## src/rtl/run_controller.sv

```systemverilog
// Multi-cycle execution sequencer: steps the accumulator core through EXEC, memory waits and debug single-step.
// Optional memory watchdog enabled by defining RUN_CONTROLLER_MEM_TIMEOUT_EN.
module run_controller #(
  parameter int PC_WIDTH       = 12,
  parameter int COUNT_WIDTH    = 16,
  parameter int TIMEOUT_CYCLES = 64
) (
  input  logic                   clk,
  input  logic                   reset_n,
  input  logic                   req,
  input  logic                   step_mode,
  input  logic                   step,
  input  logic                   halt_decoded,
  input  logic                   mem_access,
  input  logic                   mem_write,
  input  logic                   mem_ack,
  output logic                   mem_req,
  output logic                   mem_we,
  output logic                   pc_reset,
  output logic                   pc_enable,
  output logic                   commit,
  output logic                   busy,
  output logic                   done,
  output logic                   error,
  output logic [COUNT_WIDTH-1:0] cycle_count,
  output logic [COUNT_WIDTH-1:0] instr_count
);

  generate
    if (PC_WIDTH < 1 || COUNT_WIDTH < 1 || TIMEOUT_CYCLES < 1) begin : g_bad_param
      $error("run_controller: widths and TIMEOUT_CYCLES must be positive");
    end
  endgenerate

  typedef enum logic [2:0] {
    S_IDLE, S_EXEC, S_MEM_WAIT, S_STEP_WAIT, S_DONE, S_ERROR
  } state_t;

  state_t                 state_reg;
  logic                   store_reg;
  logic                   busy_reg;
  logic                   done_reg;
  logic [COUNT_WIDTH-1:0] cycle_count_reg;
  logic [COUNT_WIDTH-1:0] instr_count_reg;
  logic                   timeout_hit;

`ifdef RUN_CONTROLLER_MEM_TIMEOUT_EN
  localparam int WAIT_W = $clog2(TIMEOUT_CYCLES + 1);
  logic [WAIT_W-1:0] wait_count_reg;
  logic              error_reg;

  assign timeout_hit = (state_reg == S_MEM_WAIT) && !mem_ack &&
                       (wait_count_reg == WAIT_W'(TIMEOUT_CYCLES - 1));
  assign error       = error_reg;
`else
  assign timeout_hit = 1'b0;
  assign error       = 1'b0;
`endif

  // Handshake outputs are combinational so the PC and write-back see them in the same cycle.
  always_comb begin
    pc_reset = 1'b0;
    commit   = 1'b0;
    mem_req  = 1'b0;
    mem_we   = 1'b0;
    if (reset_n) begin
      case (state_reg)
        S_IDLE, S_DONE, S_ERROR: pc_reset = req;
        S_EXEC: begin
          if (!halt_decoded) begin
            if (mem_access) begin
              mem_req = 1'b1;
              mem_we  = mem_write;
              commit  = mem_ack;
            end else begin
              commit = 1'b1;
            end
          end
        end
        S_MEM_WAIT: begin
          mem_req = 1'b1;
          mem_we  = store_reg;
          commit  = mem_ack;
        end
        default: ;
      endcase
    end
    pc_enable = commit;
  end

  always_ff @(posedge clk) begin
    if (!reset_n) begin
      state_reg       <= S_IDLE;
      store_reg       <= 1'b0;
      busy_reg        <= 1'b0;
      done_reg        <= 1'b0;
      cycle_count_reg <= '0;
      instr_count_reg <= '0;
`ifdef RUN_CONTROLLER_MEM_TIMEOUT_EN
      wait_count_reg  <= '0;
      error_reg       <= 1'b0;
`endif
    end else begin
      if (busy_reg && cycle_count_reg != '1)
        cycle_count_reg <= cycle_count_reg + COUNT_WIDTH'(1);
      if (commit && instr_count_reg != '1)
        instr_count_reg <= instr_count_reg + COUNT_WIDTH'(1);

      case (state_reg)
        S_IDLE, S_DONE, S_ERROR: begin
          if (req) begin
            state_reg       <= step_mode ? S_STEP_WAIT : S_EXEC;
            busy_reg        <= 1'b1;
            done_reg        <= 1'b0;
            cycle_count_reg <= '0;
            instr_count_reg <= '0;
`ifdef RUN_CONTROLLER_MEM_TIMEOUT_EN
            error_reg       <= 1'b0;
`endif
          end
        end
        S_EXEC: begin
          if (halt_decoded) begin
            state_reg <= S_DONE;
            busy_reg  <= 1'b0;
            done_reg  <= 1'b1;
          end else if (mem_access && !mem_ack) begin
            state_reg <= S_MEM_WAIT;
            store_reg <= mem_write;
`ifdef RUN_CONTROLLER_MEM_TIMEOUT_EN
            wait_count_reg <= '0;
`endif
          end else begin
            state_reg <= step_mode ? S_STEP_WAIT : S_EXEC;
          end
        end
        S_MEM_WAIT: begin
          if (mem_ack) begin
            state_reg <= step_mode ? S_STEP_WAIT : S_EXEC;
          end else if (timeout_hit) begin
            state_reg <= S_ERROR;
            busy_reg  <= 1'b0;
            done_reg  <= 1'b1;
`ifdef RUN_CONTROLLER_MEM_TIMEOUT_EN
            error_reg <= 1'b1;
          end else begin
            wait_count_reg <= wait_count_reg + WAIT_W'(1);
`endif
          end
        end
        S_STEP_WAIT: begin
          if (step || !step_mode)
            state_reg <= S_EXEC;
        end
        default: state_reg <= S_IDLE;
      endcase
    end
  end

  assign busy        = busy_reg;
  assign done        = done_reg;
  assign cycle_count = cycle_count_reg;
  assign instr_count = instr_count_reg;

endmodule

```

## config.mk

```make
export PLATFORM = sky130hd
export DESIGN_NAME = run_controller
export DESIGN_NICKNAME = d
export VERILOG_FILES = /design/src/rtl/run_controller.sv
export SDC_FILE = /design/constraint.sdc
export NUM_CORES = 1
export LEC_CHECK = 0
export ABC_CLOCK_PERIOD_IN_PS = 2200
export BUFFER_PORTS_ARGS = -buffer_cell sky130_fd_sc_hd__buf_4
export CORE_MARGIN = 2
export CORE_UTILIZATION = 30
export DETAILED_ROUTE_END_ITERATION = 8
export MAX_ROUTING_LAYER = met4
export RECOVER_POWER = 50
export SLEW_MARGIN = 40
export SYNTH_ARGS = -nofsm -noshare
export SYNTH_HDL_FRONTEND = slang
export SYNTH_SLANG_ARGS = --single-unit
```

## constraint.sdc

```tcl
create_clock -name clk -period 2.2 [get_ports clk]
set_input_delay 0.33 -clock clk [delete_from_list [all_inputs] [get_ports clk]]
set_output_delay 0.33 -clock clk [all_outputs]
set_load 0.005 [all_outputs]
```

==> results_dict.tcl <==
set metrics [dict create \
    outcome "completed" \
    end_kind "primary output" \
    clockRootBuffer "clkbuf_8" \
    start_kind "flop" \
    ant_nets 0 \
    grt_pass1_vias 1669 \
    cts.clk_slew.worst_paths_ps 80 \
    row_count 29 \
    synth_top_area_share_pct 37.9 \
    maxCapViolations 0 \
    drt-pass1-iter-count 6 \
    critical_path_class "flop to primary output" \
    grtUsageMet2_pct 19.0 \
    gp_congestion 0.789 \
    htree_num_levels 2 \
    clockBufferDepth 2 \
    synth_top_flop_cell "dfxtp_1" \
    ys_seq_elements 38 \
    initial_utilization_pct 31.2 \
    avgSynthCellArea_um2 8.33 \
    cpMostUsedCell "buf_4" \
    fp.coreArea_um2 6420 \
    syn2layout_area_growth_pct 28.2 \
    dr_total_vias 1850 \
    clk_latency_ps 290 \
    drc 0 \
    fp.dieW_um 85.8 \
    ir_drop_v 0.000260 \
    synth_nets 252 \
    worst_pin_slew_ps 485 \
    wirelength_mm 4.64 \
    hold_path.class "input port to flop" \
    antenna_found_initial 0 \
    crit_fanout 9 \
    relSlewSlack_pct 66.8 \
    yosysWarnings 0 \
    grt_max_degree 19 \
    r2r_cells 6 \
    setup_viol 0 \
    antennaDiodeCount 0 \
    cts_setup_buffers 0 \
    numCtsBuffers 5 \
    grt_use_met1_pct 18.3 \
    fin_nets 303 \
    met3_usage_pct 3.27 \
    rsz0062_at_grt "no" \
    grt_use_total_pct 13.3 \
    ys_types 51 \
    ios 49 \
    drive_gt1_share_pct 23.5 \
    skew_ps 5.21 \
    crit_family "flip-flops" \
    p_per_area_nw_per_um2 565 \
    hold_violations 0 \
    critical-path-slowest-cell "dfxtp_1" \
    synth_area_leaders "dfxtp_1 (38%), a21oi_1 (5.0%), nor2_1 (4.9%)" \
    placed_area_um2 2470 \
    design_area_um2 2570 \
    r2r_slack_ps 220 \
    port_buffers 47 \
    path_depth 5 \
    critPathArrivalTime_ps 1680 \
    fmaxAchievable_mhz 497 \
    ys_seq_area_share_pct 37.9 \
    synthesis.instances 241 \
    slew_violations 0 \
    finalCritPeriodShare_pct 91.5 \
    synthArstFlopShare_pct 0 \
    viasPerCell 5.00 \
    synth_largest_area_cell "dfxtp_1" \
    grt_pass1_wl_mm 7.75 \
    die_h_um 85.8 \
    synth_enable_flop_cells 0 \
    cts.sinks 38 \
    cts_resized 0 \
    fin_crit_ps 2010 \
    cts_tree "built" \
    whs_path_depth 2 \
    dpl.hpwl_mm 3.42 \
    critPathBufInv 3 \
    tns_ps 0 \
    first_iter_violations 77 \
    hold_buffers 0 \
    wl_per_cell_um 12.5 \
    p_leak_nw 0.933 \
    worstPathRequired_ps 1870 \
    slowest_delay_ps 510 \
    top_usage_layer "met2" \
    grt.overflow.total 0 \
    path_cells "inv_4 -> o41ai_4 -> buf_4 -> and2_1 -> buf_4" \
    die_area_um2 7360 \
    syn_area_um2 2010 \
]
## through the flow
step | setup WS (ps) | instances | hold slack, ps | total power, mW | util (%)
final | 187 | 370 | 323 | 1.45 | 40.1
after global routing | 48.8 | 370 | 328 | 1.53 | 40.1
after CTS | 150 | 370 | 316 | 1.48 | 40.1
after detailed placement | 236 | 362 | 464 | 0.914 | 38.4
after global placement | 298 | 362 | 458 | 0.913 | 38.4
after floorplan | 157 | 241 | 447 | 0.848 | -
## where the power goes
part	internal, mW	switching (mW)
registers	0.701	0.0259
logic	0.0760	0.0916
clock network	0.317	0.242
total	1.09	0.360
## final cells by class
class | instances | area, µm²
Multi-Input combinational cell | 183 | 1160
Inverter | 8 | 32.5
Fill cell | 662 | 3850
Timing Repair Buffer | 56 | 417
Clock buffer | 8 | 110
Sequential cell | 38 | 761
Tap cell | 77 | 96.3
## Yosys cell counts, types with 4 or more instances
master,number
nand4_1,11
nor2_1,26
xnor2_1,9
o21ai_0,9
inv_1,7
nor2b_1,7
a21oi_1,20
clkbuf_1,9
dfxtp_1,38
or3_1,8
xor2_1,7
nand2_1,14
o21ai_1,4
nand3_1,10
or4_1,6
o31ai_1,4
## final timing paths
path | from | endpoint
max | state_reg[0] | pc_enable
min | reset_n | busy
max reg2reg | cycle_count[0] | cycle_count[9]
min reg2reg | done | done
## worst reg2reg max path, stage by stage (launching register included)
cell and delay (ps):
dfxtp_1 360, ha_1 240, and4_1 200, and2_0 240
a21o_1 260, or4_1 480, a21oi_1 140
## kinds of logic (layout without fill, tap and decap cells)
group                      Yosys count  count (layout)  share of synthesized area [%]
xor gates and xnor gates            16              16                           6.98
other                                1               1                          0.187
muxes                                3               3                           1.50
DFF                                 38              38                           37.9
buffers and inverters               20              72                           4.61
and+or+nand+nor                    107             107                           30.0
adders and majority gates            2               2                           1.25
AOI/OAI and AO/OA                   54              54                           17.5
## cells in the final DEF, fill, tap and decap left out, drive strengths merged, types with 4 or more instances in the layout
| master | count |
|---|---|
| nand4 | 13 |
| o21ai | 13 |
| o31ai | 4 |
| nor2 | 26 |
| nor2b | 7 |
| or3 | 8 |
| dfxtp | 38 |
| nand3 | 11 |
| nand2 | 14 |
| a21oi | 20 |
| xnor2 | 9 |
| clkbuf | 43 |
| xor2 | 7 |
| inv | 8 |
| or4 | 6 |
| buf | 21 |
## per-layer routing
layer / vias up / routed length (µm)
li1: 971 / -
met1: 839 / 2380
met2: 38 / 2040
met3: 2 / 180
met4: 0 / 43
met5: - / 0
No activity file was read; power rests on OpenSTA's default activity.
